$ cat src/rtl/pipeline_pkg.sv
`default_nettype none
// ============================================================================
// Module   : pipeline_pkg
// Purpose  : Shared types for the ID/EX stage.
//            - fwd_sel_e        operand source select (register / MEM / WB)
//            - ALU_* opcodes    ALU control encoding, ADD .. PASS-B
//            - id_ex_t          fields held in the ID/EX pipeline register
//            - hit()            producer-to-source RAW match, x0 excluded
//            ID_EX_FORWARD_EN adds the source indices to id_ex_t, because
//            only the forwarding build needs them after capture.
// Revision : 1.0  initial release
// ============================================================================
package pipeline_pkg;

    localparam int DW = 32;
    localparam int AW = 5;

    typedef enum logic [1:0] {
        FWD_REG = 2'd0,
        FWD_MEM = 2'd1,
        FWD_WB  = 2'd2
    } fwd_sel_e;

    localparam logic [3:0] ALU_ADD   = 4'b0000;
    localparam logic [3:0] ALU_SUB   = 4'b0001;
    localparam logic [3:0] ALU_AND   = 4'b0010;
    localparam logic [3:0] ALU_OR    = 4'b0011;
    localparam logic [3:0] ALU_XOR   = 4'b0100;
    localparam logic [3:0] ALU_SLL   = 4'b0101;
    localparam logic [3:0] ALU_SRL   = 4'b0110;
    localparam logic [3:0] ALU_SRA   = 4'b0111;
    localparam logic [3:0] ALU_SLT   = 4'b1000;
    localparam logic [3:0] ALU_SLTU  = 4'b1001;
    localparam logic [3:0] ALU_PASSB = 4'b1010;

    typedef struct packed {
        logic          valid;
        logic          regwrite;
        logic          memread;
        logic          memwrite;
        logic          srca;
        logic          srcb;
        logic [3:0]    alu_ctrl;
`ifdef ID_EX_FORWARD_EN
        logic [AW-1:0] rs1;
        logic [AW-1:0] rs2;
`endif
        logic [AW-1:0] rd;
        logic [DW-1:0] pc;
        logic [DW-1:0] rd1;
        logic [DW-1:0] rd2;
        logic [DW-1:0] imm;
    } id_ex_t;

    // A producer can supply a source only if it writes, targets a real
    // register (x0 is hardwired) and the indices match.
    function automatic logic hit(input logic we, input logic [AW-1:0] prod,
                                 input logic [AW-1:0] src);
        return we && (prod != '0) && (prod == src);
    endfunction

endpackage
`default_nettype wire

$ cat src/rtl/id_ex_stage_if.sv
`default_nettype none
// ============================================================================
// Module   : id_ex_stage_if
// Purpose  : Bundle between decode, the ID/EX stage and its consumers.
//            slave  : the ID/EX stage (takes id_*/mem_*/wb_*/hold/flush,
//                     drives ALU operands, ex_* and stall_o)
//            master : the surrounding pipeline / testbench
// Revision : 1.0  initial release
// ============================================================================
interface id_ex_stage_if
    import pipeline_pkg::*;
#(
    parameter int DATA_WIDTH = DW,
    parameter int REG_AW     = AW
);
    logic                  hold_i;
    logic                  flush_i;
    logic                  id_valid;
    logic [DATA_WIDTH-1:0] id_pc;
    logic [DATA_WIDTH-1:0] id_rd1;
    logic [DATA_WIDTH-1:0] id_rd2;
    logic [DATA_WIDTH-1:0] id_imm;
    logic [REG_AW-1:0]     id_rs1;
    logic [REG_AW-1:0]     id_rs2;
    logic                  id_use_rs1;
    logic                  id_use_rs2;
    logic [REG_AW-1:0]     id_rd;
    logic [3:0]            id_alu_ctrl;
    logic                  id_srcA;
    logic                  id_srcB;
    logic                  id_regwrite;
    logic                  id_memread;
    logic                  id_memwrite;
    logic [REG_AW-1:0]     mem_rd;
    logic                  mem_regwrite;
    logic [DATA_WIDTH-1:0] mem_result;
    logic [REG_AW-1:0]     wb_rd;
    logic                  wb_regwrite;
    logic [DATA_WIDTH-1:0] wb_result;
    logic [DATA_WIDTH-1:0] ALUop1;
    logic [DATA_WIDTH-1:0] ALUop2;
    logic [3:0]            ALUctrl;
    logic [DATA_WIDTH-1:0] ex_store_data;
    logic [DATA_WIDTH-1:0] ex_pc;
    logic [REG_AW-1:0]     ex_rd;
    logic                  ex_valid;
    logic                  ex_regwrite;
    logic                  ex_memread;
    logic                  ex_memwrite;
    logic                  stall_o;

    modport slave (
        input  hold_i, flush_i, id_valid, id_pc, id_rd1, id_rd2, id_imm,
               id_rs1, id_rs2, id_use_rs1, id_use_rs2, id_rd, id_alu_ctrl,
               id_srcA, id_srcB, id_regwrite, id_memread, id_memwrite,
               mem_rd, mem_regwrite, mem_result, wb_rd, wb_regwrite, wb_result,
        output ALUop1, ALUop2, ALUctrl, ex_store_data, ex_pc, ex_rd,
               ex_valid, ex_regwrite, ex_memread, ex_memwrite, stall_o
    );

    modport master (
        output hold_i, flush_i, id_valid, id_pc, id_rd1, id_rd2, id_imm,
               id_rs1, id_rs2, id_use_rs1, id_use_rs2, id_rd, id_alu_ctrl,
               id_srcA, id_srcB, id_regwrite, id_memread, id_memwrite,
               mem_rd, mem_regwrite, mem_result, wb_rd, wb_regwrite, wb_result,
        input  ALUop1, ALUop2, ALUctrl, ex_store_data, ex_pc, ex_rd,
               ex_valid, ex_regwrite, ex_memread, ex_memwrite, stall_o
    );

endinterface
`default_nettype wire

$ cat src/rtl/id_ex_stage_forward_unit.sv
`default_nettype none
// ============================================================================
// Module   : forward_unit
// Purpose  : Operand source selection for the EX stage. Compares the
//            registered source indices against the EX/MEM and MEM/WB
//            producers; MEM is younger so it wins over WB. Combinational.
// Ports    : i_rs1/i_rs2           registered source indices
//            i_mem_rd/i_mem_regwrite  EX/MEM producer
//            i_wb_rd/i_wb_regwrite    MEM/WB producer
//            o_sel1/o_sel2         fwd_sel_e per operand
// Revision : 1.0  initial release
// ============================================================================
module forward_unit
    import pipeline_pkg::*;
#(
    parameter int REG_AW = AW
) (
    input  wire logic [REG_AW-1:0] i_rs1,
    input  wire logic [REG_AW-1:0] i_rs2,
    input  wire logic [REG_AW-1:0] i_mem_rd,
    input  wire logic              i_mem_regwrite,
    input  wire logic [REG_AW-1:0] i_wb_rd,
    input  wire logic              i_wb_regwrite,
    output fwd_sel_e               o_sel1,
    output fwd_sel_e               o_sel2
);

    always_comb begin
        o_sel1 = FWD_REG;
        o_sel2 = FWD_REG;
        if (hit(i_mem_regwrite, i_mem_rd, i_rs1))     o_sel1 = FWD_MEM;
        else if (hit(i_wb_regwrite, i_wb_rd, i_rs1))  o_sel1 = FWD_WB;
        if (hit(i_mem_regwrite, i_mem_rd, i_rs2))     o_sel2 = FWD_MEM;
        else if (hit(i_wb_regwrite, i_wb_rd, i_rs2))  o_sel2 = FWD_WB;
    end

endmodule
`default_nettype wire

$ cat src/rtl/id_ex_stage.sv
`default_nettype none
// ============================================================================
// Module   : id_ex_stage
// Purpose  : ID/EX pipeline register with operand forwarding and hazard
//            stall generation; drives the ALU operands/opcode, store data
//            and the control bits for the EX/MEM register.
// Ports    : clk, rst_n (async, active low)
//            bus (id_ex_stage_if.slave): hold_i, flush_i, id_* decode slot,
//            mem_*/wb_* producers, ALUop1/ALUop2/ALUctrl, ex_*, stall_o
// Config   : ID_EX_FORWARD_EN  defined  -> MEM/WB forwarding, stall only on
//                                          load-use
//                              undefined -> no forward muxes, stall on any
//                                          RAW against EX or MEM
//            The WB->ID capture bypass exists in both builds.
// Revision : 1.0  initial release
// ============================================================================
module id_ex_stage
    import pipeline_pkg::*;
#(
    parameter int DATA_WIDTH = DW,
    parameter int REG_AW     = AW
) (
    input  wire logic    clk,
    input  wire logic    rst_n,
    id_ex_stage_if.slave bus
);

    id_ex_t                r_q;
    id_ex_t                w_cap;
    logic [DATA_WIDTH-1:0] w_fwd1;
    logic [DATA_WIDTH-1:0] w_fwd2;
    logic [REG_AW-1:0]     w_ex_rd;
    logic                  w_stall;

    assign w_ex_rd = r_q.rd;

    // Capture image. The register file is written in WB in the same cycle
    // it is read here, so a WB producer is folded in at capture time.
    always_comb begin
        w_cap          = '0;
        w_cap.valid    = bus.id_valid;
        w_cap.regwrite = bus.id_valid & bus.id_regwrite;
        w_cap.memread  = bus.id_valid & bus.id_memread;
        w_cap.memwrite = bus.id_valid & bus.id_memwrite;
        w_cap.srca     = bus.id_srcA;
        w_cap.srcb     = bus.id_srcB;
        w_cap.alu_ctrl = bus.id_alu_ctrl;
`ifdef ID_EX_FORWARD_EN
        w_cap.rs1      = bus.id_rs1;
        w_cap.rs2      = bus.id_rs2;
`endif
        w_cap.rd       = bus.id_rd;
        w_cap.pc       = bus.id_pc;
        w_cap.imm      = bus.id_imm;
        w_cap.rd1      = hit(bus.wb_regwrite, bus.wb_rd, bus.id_rs1) ? bus.wb_result : bus.id_rd1;
        w_cap.rd2      = hit(bus.wb_regwrite, bus.wb_rd, bus.id_rs2) ? bus.wb_result : bus.id_rd2;
    end

`ifdef ID_EX_FORWARD_EN
    fwd_sel_e w_sel1;
    fwd_sel_e w_sel2;
    logic     w_load_in_ex;

    forward_unit #(
        .REG_AW (REG_AW)
    ) u_forward_unit (
        .i_rs1          (r_q.rs1),
        .i_rs2          (r_q.rs2),
        .i_mem_rd       (bus.mem_rd),
        .i_mem_regwrite (bus.mem_regwrite),
        .i_wb_rd        (bus.wb_rd),
        .i_wb_regwrite  (bus.wb_regwrite),
        .o_sel1         (w_sel1),
        .o_sel2         (w_sel2)
    );

    always_comb begin
        case (w_sel1)
            FWD_MEM: w_fwd1 = bus.mem_result;
            FWD_WB:  w_fwd1 = bus.wb_result;
            default: w_fwd1 = r_q.rd1;
        endcase
        case (w_sel2)
            FWD_MEM: w_fwd2 = bus.mem_result;
            FWD_WB:  w_fwd2 = bus.wb_result;
            default: w_fwd2 = r_q.rd2;
        endcase
    end

    // Only a load in EX cannot be forwarded in time; everything else is
    // covered by the MEM/WB muxes.
    assign w_load_in_ex = r_q.valid && r_q.memread && (w_ex_rd != '0);
    assign w_stall      = w_load_in_ex && bus.id_valid &&
                          ((bus.id_use_rs1 && (bus.id_rs1 == w_ex_rd)) ||
                           (bus.id_use_rs2 && (bus.id_rs2 == w_ex_rd)));
`else
    logic w_ex_wr;
    logic w_raw1;
    logic w_raw2;

    assign w_fwd1  = r_q.rd1;
    assign w_fwd2  = r_q.rd2;

    // Without forwarding the consumer waits in ID until its producer has
    // reached WB, where the capture bypass picks the value up.
    assign w_ex_wr = r_q.valid && r_q.regwrite;
    assign w_raw1  = bus.id_use_rs1 && (hit(w_ex_wr, w_ex_rd, bus.id_rs1) ||
                                        hit(bus.mem_regwrite, bus.mem_rd, bus.id_rs1));
    assign w_raw2  = bus.id_use_rs2 && (hit(w_ex_wr, w_ex_rd, bus.id_rs2) ||
                                        hit(bus.mem_regwrite, bus.mem_rd, bus.id_rs2));
    assign w_stall = bus.id_valid && (w_raw1 || w_raw2);
`endif

    // Bubbles clear the whole register; only the control bits matter.
    always_ff @(posedge clk or negedge rst_n) begin
        if (!rst_n) begin
            r_q <= '0;
        end else if (bus.flush_i) begin
            r_q <= '0;
        end else if (!bus.hold_i) begin
            if (w_stall) r_q <= '0;
            else         r_q <= w_cap;
        end
    end

    assign bus.ALUop1        = r_q.srca ? r_q.pc  : w_fwd1;
    assign bus.ALUop2        = r_q.srcb ? r_q.imm : w_fwd2;
    assign bus.ALUctrl       = r_q.alu_ctrl;
    assign bus.ex_store_data = w_fwd2;
    assign bus.ex_pc         = r_q.pc;
    assign bus.ex_rd         = r_q.rd;
    assign bus.ex_valid      = r_q.valid;
    assign bus.ex_regwrite   = r_q.regwrite;
    assign bus.ex_memread    = r_q.memread;
    assign bus.ex_memwrite   = r_q.memwrite;
    assign bus.stall_o       = w_stall;

endmodule
`default_nettype wire

$ cat src/flat_wrapper.sv
// flat-port wrapper written by rule: the top's interface ports become plain ports
module id_ex_stage_flat import pipeline_pkg::*;
#(
    parameter int DATA_WIDTH = DW,
    parameter int REG_AW     = AW
)
  (clk, rst_n, bus_hold_i, bus_flush_i, bus_id_valid, bus_id_pc, bus_id_rd1, bus_id_rd2, bus_id_imm, bus_id_rs1, bus_id_rs2, bus_id_use_rs1, bus_id_use_rs2, bus_id_rd, bus_id_alu_ctrl, bus_id_srcA, bus_id_srcB, bus_id_regwrite, bus_id_memread, bus_id_memwrite, bus_mem_rd, bus_mem_regwrite, bus_mem_result, bus_wb_rd, bus_wb_regwrite, bus_wb_result, bus_ALUop1, bus_ALUop2, bus_ALUctrl, bus_ex_store_data, bus_ex_pc, bus_ex_rd, bus_ex_valid, bus_ex_regwrite, bus_ex_memread, bus_ex_memwrite, bus_stall_o);
  id_ex_stage_if #(.DATA_WIDTH(DATA_WIDTH), .REG_AW(REG_AW)) bus_i ();
  input  wire logic clk;
  input  wire logic rst_n;
  input wire logic [$bits(bus_i.hold_i)-1:0] bus_hold_i;
  input wire logic [$bits(bus_i.flush_i)-1:0] bus_flush_i;
  input wire logic [$bits(bus_i.id_valid)-1:0] bus_id_valid;
  input wire logic [$bits(bus_i.id_pc)-1:0] bus_id_pc;
  input wire logic [$bits(bus_i.id_rd1)-1:0] bus_id_rd1;
  input wire logic [$bits(bus_i.id_rd2)-1:0] bus_id_rd2;
  input wire logic [$bits(bus_i.id_imm)-1:0] bus_id_imm;
  input wire logic [$bits(bus_i.id_rs1)-1:0] bus_id_rs1;
  input wire logic [$bits(bus_i.id_rs2)-1:0] bus_id_rs2;
  input wire logic [$bits(bus_i.id_use_rs1)-1:0] bus_id_use_rs1;
  input wire logic [$bits(bus_i.id_use_rs2)-1:0] bus_id_use_rs2;
  input wire logic [$bits(bus_i.id_rd)-1:0] bus_id_rd;
  input wire logic [$bits(bus_i.id_alu_ctrl)-1:0] bus_id_alu_ctrl;
  input wire logic [$bits(bus_i.id_srcA)-1:0] bus_id_srcA;
  input wire logic [$bits(bus_i.id_srcB)-1:0] bus_id_srcB;
  input wire logic [$bits(bus_i.id_regwrite)-1:0] bus_id_regwrite;
  input wire logic [$bits(bus_i.id_memread)-1:0] bus_id_memread;
  input wire logic [$bits(bus_i.id_memwrite)-1:0] bus_id_memwrite;
  input wire logic [$bits(bus_i.mem_rd)-1:0] bus_mem_rd;
  input wire logic [$bits(bus_i.mem_regwrite)-1:0] bus_mem_regwrite;
  input wire logic [$bits(bus_i.mem_result)-1:0] bus_mem_result;
  input wire logic [$bits(bus_i.wb_rd)-1:0] bus_wb_rd;
  input wire logic [$bits(bus_i.wb_regwrite)-1:0] bus_wb_regwrite;
  input wire logic [$bits(bus_i.wb_result)-1:0] bus_wb_result;
  output wire logic [$bits(bus_i.ALUop1)-1:0] bus_ALUop1;
  output wire logic [$bits(bus_i.ALUop2)-1:0] bus_ALUop2;
  output wire logic [$bits(bus_i.ALUctrl)-1:0] bus_ALUctrl;
  output wire logic [$bits(bus_i.ex_store_data)-1:0] bus_ex_store_data;
  output wire logic [$bits(bus_i.ex_pc)-1:0] bus_ex_pc;
  output wire logic [$bits(bus_i.ex_rd)-1:0] bus_ex_rd;
  output wire logic [$bits(bus_i.ex_valid)-1:0] bus_ex_valid;
  output wire logic [$bits(bus_i.ex_regwrite)-1:0] bus_ex_regwrite;
  output wire logic [$bits(bus_i.ex_memread)-1:0] bus_ex_memread;
  output wire logic [$bits(bus_i.ex_memwrite)-1:0] bus_ex_memwrite;
  output wire logic [$bits(bus_i.stall_o)-1:0] bus_stall_o;
  assign bus_i.hold_i = bus_hold_i;
  assign bus_i.flush_i = bus_flush_i;
  assign bus_i.id_valid = bus_id_valid;
  assign bus_i.id_pc = bus_id_pc;
  assign bus_i.id_rd1 = bus_id_rd1;
  assign bus_i.id_rd2 = bus_id_rd2;
  assign bus_i.id_imm = bus_id_imm;
  assign bus_i.id_rs1 = bus_id_rs1;
  assign bus_i.id_rs2 = bus_id_rs2;
  assign bus_i.id_use_rs1 = bus_id_use_rs1;
  assign bus_i.id_use_rs2 = bus_id_use_rs2;
  assign bus_i.id_rd = bus_id_rd;
  assign bus_i.id_alu_ctrl = bus_id_alu_ctrl;
  assign bus_i.id_srcA = bus_id_srcA;
  assign bus_i.id_srcB = bus_id_srcB;
  assign bus_i.id_regwrite = bus_id_regwrite;
  assign bus_i.id_memread = bus_id_memread;
  assign bus_i.id_memwrite = bus_id_memwrite;
  assign bus_i.mem_rd = bus_mem_rd;
  assign bus_i.mem_regwrite = bus_mem_regwrite;
  assign bus_i.mem_result = bus_mem_result;
  assign bus_i.wb_rd = bus_wb_rd;
  assign bus_i.wb_regwrite = bus_wb_regwrite;
  assign bus_i.wb_result = bus_wb_result;
  assign bus_ALUop1 = bus_i.ALUop1;
  assign bus_ALUop2 = bus_i.ALUop2;
  assign bus_ALUctrl = bus_i.ALUctrl;
  assign bus_ex_store_data = bus_i.ex_store_data;
  assign bus_ex_pc = bus_i.ex_pc;
  assign bus_ex_rd = bus_i.ex_rd;
  assign bus_ex_valid = bus_i.ex_valid;
  assign bus_ex_regwrite = bus_i.ex_regwrite;
  assign bus_ex_memread = bus_i.ex_memread;
  assign bus_ex_memwrite = bus_i.ex_memwrite;
  assign bus_stall_o = bus_i.stall_o;
  id_ex_stage #(.DATA_WIDTH(DATA_WIDTH), .REG_AW(REG_AW)) u_core (.clk(clk), .rst_n(rst_n), .bus(bus_i));
endmodule
$ cat config.mk
export PLATFORM = sky130hd
export DESIGN_NAME = id_ex_stage_flat
export DESIGN_NICKNAME = d
export VERILOG_FILES = /design/src/rtl/pipeline_pkg.sv /design/src/rtl/id_ex_stage_if.sv /design/src/rtl/id_ex_stage_forward_unit.sv /design/src/rtl/id_ex_stage.sv /design/src/flat_wrapper.sv
export SDC_FILE = /design/constraint.sdc
export NUM_CORES = 1
export LEC_CHECK = 0
export ABC_AREA = 1
export CAP_MARGIN = 40
export CORE_MARGIN = 1.5
export CORE_UTILIZATION = 44
export CTS_CLUSTER_DIAMETER = 200
export CTS_CLUSTER_SIZE = 28
export DETAILED_ROUTE_END_ITERATION = 10
export GPL_ROUTABILITY_DRIVEN = 0
export HOLD_SLACK_MARGIN = 0.02
export PLACE_DENSITY = 0.81
export SETUP_SLACK_MARGIN = 0.2
export SKIP_LAST_GASP = 1
export SLEW_MARGIN = 20
export SYNTH_ARGS = -nofsm -noshare
export SYNTH_HDL_FRONTEND = slang
export SYNTH_SLANG_ARGS = --single-unit
$ cat constraint.sdc
create_clock -name clk -period 2.1 [get_ports clk]
set_clock_uncertainty 0.2 [all_clocks]
set_input_delay 0.315 -clock clk [delete_from_list [all_inputs] [get_ports clk]]
set_output_delay 0.315 -clock clk [all_outputs]
set_load 0.1 [all_outputs]
==> impl_metrics.tcl, run 1 <==
set metrics [dict create \
    intPower_w 0.00627 \
    synth_top_family_by_area "simple AND/OR/NAND/NOR gates" \
    drtIter0Drc 660 \
    clock_latency_ns 0.41 \
    worst_setup_path_start_kind "register" \
    numCtsBuffers 17 \
    rsz0062_at_grt "true" \
    grt_pass1_wl_um 49100 \
    yosys_warnings 0 \
    grt_max_degree 64 \
    finalHoldViolCount 0 \
    hp-class "in2async" \
    nets 1880 \
    hpwl_um 22000 \
    status "finished with violations" \
    synth-seq-area-share_pct 39.4 \
    switching_share_pct 36.0 \
    chipHeight_um 147 \
    layout_worst_path_cycle_share_pct 113 \
    ant_nets 0 \
    pwr-share-clk_pct 33.4 \
    switching_power_w 0.00353 \
    reg2regPathDepth 14 \
    worst_setup_path_end_kind "output pin" \
    synthesis.area_um2 9090 \
    fp.coreArea_um2 20200 \
    hold-worst-slack_ns 0.194 \
    avgSynthCellArea_um2 6.88 \
    syn_nets 1556 \
    start_util_pct 44.9 \
    die_area_um2 21500 \
    setup_viol_count_final 198 \
    p_leak_nw 8.21 \
    cp.arrival_ns 1.85 \
    vdd_drop_max_mv 0.527 \
    track_usage_pct 29.6 \
    tightestPinTransition_ns 0.455 \
    crit_required_ns 1.58 \
    htree_levels 4 \
    setup_slack_ns -0.263 \
    grt_pass1_vias 8905 \
    finish.utilization_pct 73.8 \
    crit_path_max_fanout 4 \
    synth-simple-area-share_pct 33.7 \
    slew_violations 0 \
    critPathKind "reg2out" \
    power_density_nw_per_um2 656 \
    preCtsSetupSlack_ns -0.377 \
    drt_first_pass_iters 5 \
    io_pins 377 \
    area_growth_pct 64.4 \
    slew_headroom_pct 69.6 \
    synth_seq_cells 143 \
    drc 0 \
    synth_compound_area_share_pct 0.496 \
    root_buffer "clkbuf_16" \
    wl_per_cell_um 17.6 \
    syn-instance-count 1321 \
    grt_remaining_overflow 0 \
    drive_gt1_share_pct 22.3 \
    route.final.wire_length_um 33900 \
    fillers 1437 \
    maxClockFrequency_mhz 423 \
    synth-adder-area-share_pct 0 \
    vias 9396 \
    port_buffers 344 \
    seq_power_share_pct 31.3 \
    antenna_found_initial 0 \
    combinationalPowerShare_pct 35.3 \
    synth_mux_area_share_pct 7.93 \
    path_clk_slew_ns 0.06 \
    maxCapViolCount 0 \
    clock-sinks 143 \
    drt-vias-per-instance 4.87 \
    violations "negative setup slack" \
    cts_tree "yes" \
    fp.dieW_um 147 \
    synth-xor-area-share_pct 2.70 \
    num_antenna_cells 0 \
    cts_buffer_depth 2 \
    row_count 52 \
    yosysUniqueCellTypes 21 \
    finalCriticalPeriod_ns 2.36 \
]
-- cell usage in the layout, fill, tap and decap left out, types with 26 or more instances in the layout --
cell	instances
nand2_1	550
dfrtp_1	137
inv_1	140
nor2_1	204
clkbuf_16	26
mux2_4	48
clkdlybuf4s50_1	197
buf_4	109
buf_12	98
-- power by group through the flow --
stage | Combinational, W | Sequential, W | Clock (W)
detailed placement | 0.00326 | 0.00310 | 0
global placement | 0.00323 | 0.00310 | 0
global route | 0.00361 | 0.00308 | 0.00343
CTS | 0.00341 | 0.00306 | 0.00333
finish | 0.00346 | 0.00307 | 0.00327
floorplan | 0.00205 | 0.00307 | 0
-- metrics by stage --
stage          setup TNS [ns]  power (W)  cells  cell area [um^2]
2_1_floorplan          -0.307    0.00513   1321              9140
3_3_place_gp           -31.96    0.00633   1851             13200
3_5_place_dp           -35.79    0.00636   1851             13200
4_1_cts                 -5.72    0.00980   1902             14400
5_1_grt                -26.16     0.0101   1928             14900
6_report               -10.28    0.00980   1928             14900
-- cell families after synthesis --
family	count (synthesis)
and+or+nand+nor	796
AOI/OAI and AO/OA	9
xor gates and xnor gates	28
muxes	64
DFF	143
buffers and inverters	281
-- worst max-delay path: stages, from the launching register on --
cell and delay, ns:
dfrtp_1 0.43, nor2_1 0.13, nand3b_1 0.09, nand2_1 0.08, inv_1 0.04, nand3_1 0.07
nand2_1 0.06, nand2_2 0.07, nand2_2 0.07, nand2_4 0.10, clkinvlp_4 0.11, buf_12 0.17
-- layer usage --
layer | global-route usage [%] | vias up | wire length [um]
li1 | - | 4484 | -
met1 | 37.3 | 4411 | 13700
met2 | 49.2 | 420 | 16400
met3 | 5.81 | 81 | 2430
met4 | 13.1 | 0 | 1310
met5 | 0 | - | 0
-- sequential cells by signal (all words and copies together) (netlist names) --
name	cells
u_core.bus.ex_valid	1
u_core.w_fwd1	32
u_core.bus.ex_rd	5
u_core.bus.ex_memwrite	1
u_core.bus.ex_pc	32
u_core.bus.ex_regwrite	1
u_core.r_q	34
u_core.bus.ex_memread	1
u_core.bus.ex_store_data	32
u_core.bus.ALUctrl	4
-- path summary, 6_finish.rpt --
| path | startpoint | to | slack [ns] |
|---|---|---|---|
| setup / recovery | u_core.bus.ex_rd[0]$_DFFE_PN0P_ | bus_stall_o | -0.26 |
| hold / removal | rst_n | u_core.r_q[18]$_DFFE_PN0P_ | 0.19 |
| setup reg to reg | u_core.bus.ex_rd[4]$_DFFE_PN0P_ | u_core.bus.ex_pc[2]$_DFFE_PN0P_ | -0.08 |
| hold reg to reg | u_core.r_q[9]$_DFFE_PN0P_ | u_core.r_q[9]$_DFFE_PN0P_ | 0.28 |
| max in group asynchronous | rst_n | u_core.w_fwd1[21]$_DFFE_PN0P_ | 0.89 |
| min in group clk | bus_id_regwrite | u_core.bus.ex_regwrite$_DFFE_PN0P_ | 0.28 |
-- synthesized netlist by cell type (all sizes together) --
| cell | n | area share, % |
|---|---|---|
| nand2 | 569 | 24 |
| nor2 | 208 | 8.7 |
| dfrtp | 143 | 39 |
| inv | 143 | 5.9 |
| buf | 100 | 8.4 |
| mux2 | 64 | 7.9 |
| clkbuf | 38 | 1.6 |
| xor2 | 16 | 1.5 |
| xnor2 | 12 | 1.2 |
| nand4 | 11 | 0.76 |
| a21oi | 8 | 0.44 |
| nand3 | 6 | 0.44 |
| nand3b | 2 | 0.17 |
| o21ai | 1 | 0.055 |
-- layout make-up --
| class | count | area, um^2 | area share [%] |
|---|---|---|---|
| Timing Repair Buffer | 443 | 5510 | 36.9 |
| Multi-Input combinational cell | 897 | 4330 | 29.0 |
| Sequential cell | 143 | 3590 | 24.0 |
| Inverter | 143 | 542 | 3.63 |
| Clock buffer | 20 | 447 | 2.99 |
| Tap cell | 270 | 338 | 2.26 |
| Clock inverter | 12 | 185 | 1.24 |
-- timing repair --
item	in CTS	in global routing
cloned	9	13
hold buffers	1	0
resized for setup	53	53
pin swaps	2	3
setup endpoints to repair	149	204
buffers inserted	9	13
endpoints found under the hold margin	67	0
Power figures use the tool's default switching activity.
==> run 2, diff against run 1 <==
--- a/config.mk
+++ b/config.mk
@@ -15,9 +15,11 @@
 export GPL_ROUTABILITY_DRIVEN = 0
 export HOLD_SLACK_MARGIN = 0.02
 export PLACE_DENSITY = 0.81
+export REMOVE_ABC_BUFFERS = 1
 export SETUP_SLACK_MARGIN = 0.2
 export SKIP_LAST_GASP = 1
 export SLEW_MARGIN = 20
 export SYNTH_ARGS = -nofsm -noshare
 export SYNTH_HDL_FRONTEND = slang
 export SYNTH_SLANG_ARGS = --single-unit
+export TNS_END_PERCENT = 10
==> run 2 against run 1 <==
Compared with the run above: the flow still finishes with violations (negative setup slack); cell area is 5.8% lower; clock-buffer cell count shrank 1; register-to-register slack got worse by 0.02 ns; first-iteration DRC count decreased by 24%; sequential power barely moved; worst hold slack better by 0.029 ns.
==> impl_metrics.tcl, run 2 (synthesis results as in run 1) <==
set metrics [dict create \
    row_count 52 \
    grt_remaining_overflow 0 \
    port_buffers 344 \
    layout_worst_path_cycle_share_pct 112 \
    power_density_nw_per_um2 670 \
    tightestPinTransition_ns 0.507 \
    drtIter0Drc 499 \
    rr_endpoint "u_core.w_fwd1[22]$_DFFE_PN0P_" \
    setup_slack_ns -0.253 \
    dr_wl_met2_um 14500 \
    largest_reg_flops 34 \
    critPathKind "reg2out" \
    drive_gt1_share_pct 19.8 \
    combinationalPowerShare_pct 35.2 \
    rsz0062_at_grt "true" \
    slew_violations 0 \
    route.final.wire_length_um 30400 \
    finalHoldViolCount 0 \
    pwr-share-clk_pct 32.5 \
    layout_commonest_cell "nand2_1" \
    path_cells "xnor2_2, nand2_1, nor2_1, nand2_1, nand2_1, nand2_2, nand2_2, nand2_4, inv_4, buf_12" \
    htree_levels 4 \
    crit_path_max_fanout 4 \
    die_area_um2 21500 \
    switching_share_pct 37.0 \
    hp-class "in2async" \
    clock-sinks 143 \
    finish.utilization_pct 69.6 \
    cp.arrival_ns 1.84 \
    drt_first_pass_iters 5 \
    setup_viol_count_final 153 \
    vias 9095 \
    worst_setup_path_start_kind "register" \
    nets 1840 \
    p_leak_nw 7.79 \
    finalCriticalPeriod_ns 2.35 \
    start_util_pct 44.9 \
    seq_power_share_pct 32.3 \
    num_antenna_cells 0 \
    fp.dieW_um 147 \
    maxClockFrequency_mhz 425 \
    grt_max_degree 81 \
    wl_per_cell_um 16.1 \
    rrSetupSlack_ns -0.10 \
    max_stage_delay_ns 0.46 \
    grt_pass1_wl_um 46800 \
    vdd_drop_max_mv 0.526 \
    drc 0 \
    track_usage_pct 27.7 \
    layout_common_cells "nand2_1, nor2_1, clkdlybuf4s50_1, inv_1, dfrtp_1" \
    worst_setup_path_end_kind "output pin" \
    area_growth_pct 54.9 \
    cts_buffer_depth 2 \
    fp.coreArea_um2 20200 \
    routed.top_layer "met4" \
    path_clk_slew_ns 0.06 \
    reg2regPathDepth 14 \
    intPower_w 0.00594 \
    grt_pass1_vias 9165 \
    chipHeight_um 147 \
    root_buffer "clkbuf_16" \
    timing.rr.start "u_core.bus.ex_rd[1]$_DFFE_PN0P_" \
    switching_power_w 0.00349 \
    antenna_found_initial 0 \
    maxCapViolCount 0 \
    slew_headroom_pct 66.2 \
    clock_latency_ns 0.43 \
    cp_common_cell "nand2_1" \
    ant_nets 0 \
    hold-worst-slack_ns 0.223 \
    route.met3.wl_um 2640 \
    wl_met1_um 11900 \
    drt-vias-per-instance 4.82 \
    violations "negative setup slack" \
    cts_tree "yes" \
    largest_register "u_core.r_q" \
    fillers 1559 \
    hpwl_um 20700 \
    numCtsBuffers 17 \
    critPathSlowestCell "dfrtp_2" \
    status "finished with violations" \
    io_pins 377 \
    crit_required_ns 1.58 \
]
[run 2: cell count changes in the layout (fill, tap and decap cells not counted), moves of 7 or more]
cell	previous run	this run
buf_4	109	96
mux2_4	48	2
nand2_1	550	562
buf_16	11	3
nand2_2	16	6
buf_6	10	3
mux2_2	16	62
[run 2: stage by stage]
| step | power [W] | TNS [ns] | cell area [um^2] | setup WS, ns | std cells |
|---|---|---|---|---|---|
| floorplan | 0.00496 | -429.99 | 8180 | -2.99 | 1183 |
| detailed placement | 0.00634 | -36.70 | 13100 | -0.320 | 1839 |
| CTS | 0.00947 | -6.54 | 13900 | -0.223 | 1879 |
| global route | 0.00976 | -28.26 | 14100 | -0.363 | 1886 |
| finish | 0.00943 | -9.73 | 14100 | -0.253 | 1886 |
| global placement | 0.00631 | -29.92 | 13100 | -0.282 | 1839 |
[run 2: metal layers]
layer / GRT usage, % / up-vias
met3: 7.64 / 86
met2: 46.9 / 428
met1: 32.3 / 4183
li1: - / 4398
met4: 13.5 / 0
met5: 0 / -
[run 2: worst max path at each step]
stage                                    startpoint                                 to  slack [ns]  cells after the start
floorplan                                bus_hold_i  u_core.bus.ALUctrl[0]$_DFFE_PN0P_       -2.99                      4
finish              u_core.bus.ex_rd[1]$_DFFE_PN0P_                        bus_stall_o       -0.25                     10
global placement                      bus_id_rs1[0]                        bus_stall_o       -0.28                     11
global route        u_core.bus.ex_rd[1]$_DFFE_PN0P_                        bus_stall_o       -0.36                     10
CTS                 u_core.bus.ex_rd[0]$_DFFE_PN0P_                        bus_stall_o       -0.22                     10
detailed placement                    bus_id_rs1[0]      u_core.w_fwd1[22]$_DFFE_PN0P_       -0.32                     14
[run 2: layout make-up]
class	instances	area [um^2]	share of cell area, %
timing repair buffer	403	4890	34.7
clock buffer	19	453	3.22
multi-input combinational	897	4140	29.4
tap	270	338	2.40
inverter	143	539	3.83
sequential	143	3580	25.5
clock inverter	11	134	0.951
[run 2: power by group through the flow]
stage	registers, W	logic, W	clock network [W]
detailed placement	0.00309	0.00326	0
global route	0.00306	0.00346	0.00324
finish	0.00305	0.00332	0.00307
global placement	0.00308	0.00322	0
floorplan	0.00371	0.00126	0
CTS	0.00304	0.00332	0.00311
[run 2: critical path: cells and delay by family (launching register included)]
family / cells / cell delay [ns]
XOR/XNOR: 1 / 0.16
buffers and inverters: 2 / 0.23
flip-flops: 1 / 0.46
AND/OR/NAND/NOR: 7 / 0.54
[run 2: timing repair]
| action | CTS | global route |
|---|---|---|
| hold buffers | 1 | 0 |
| pin swaps | 6 | 9 |
| buffers inserted | 5 | 3 |
| gates cloned | 4 | 4 |
| endpoints found under the hold margin | 43 | 0 |
| endpoints found under the setup margin | 180 | 204 |
| resized for setup | 14 | 18 |
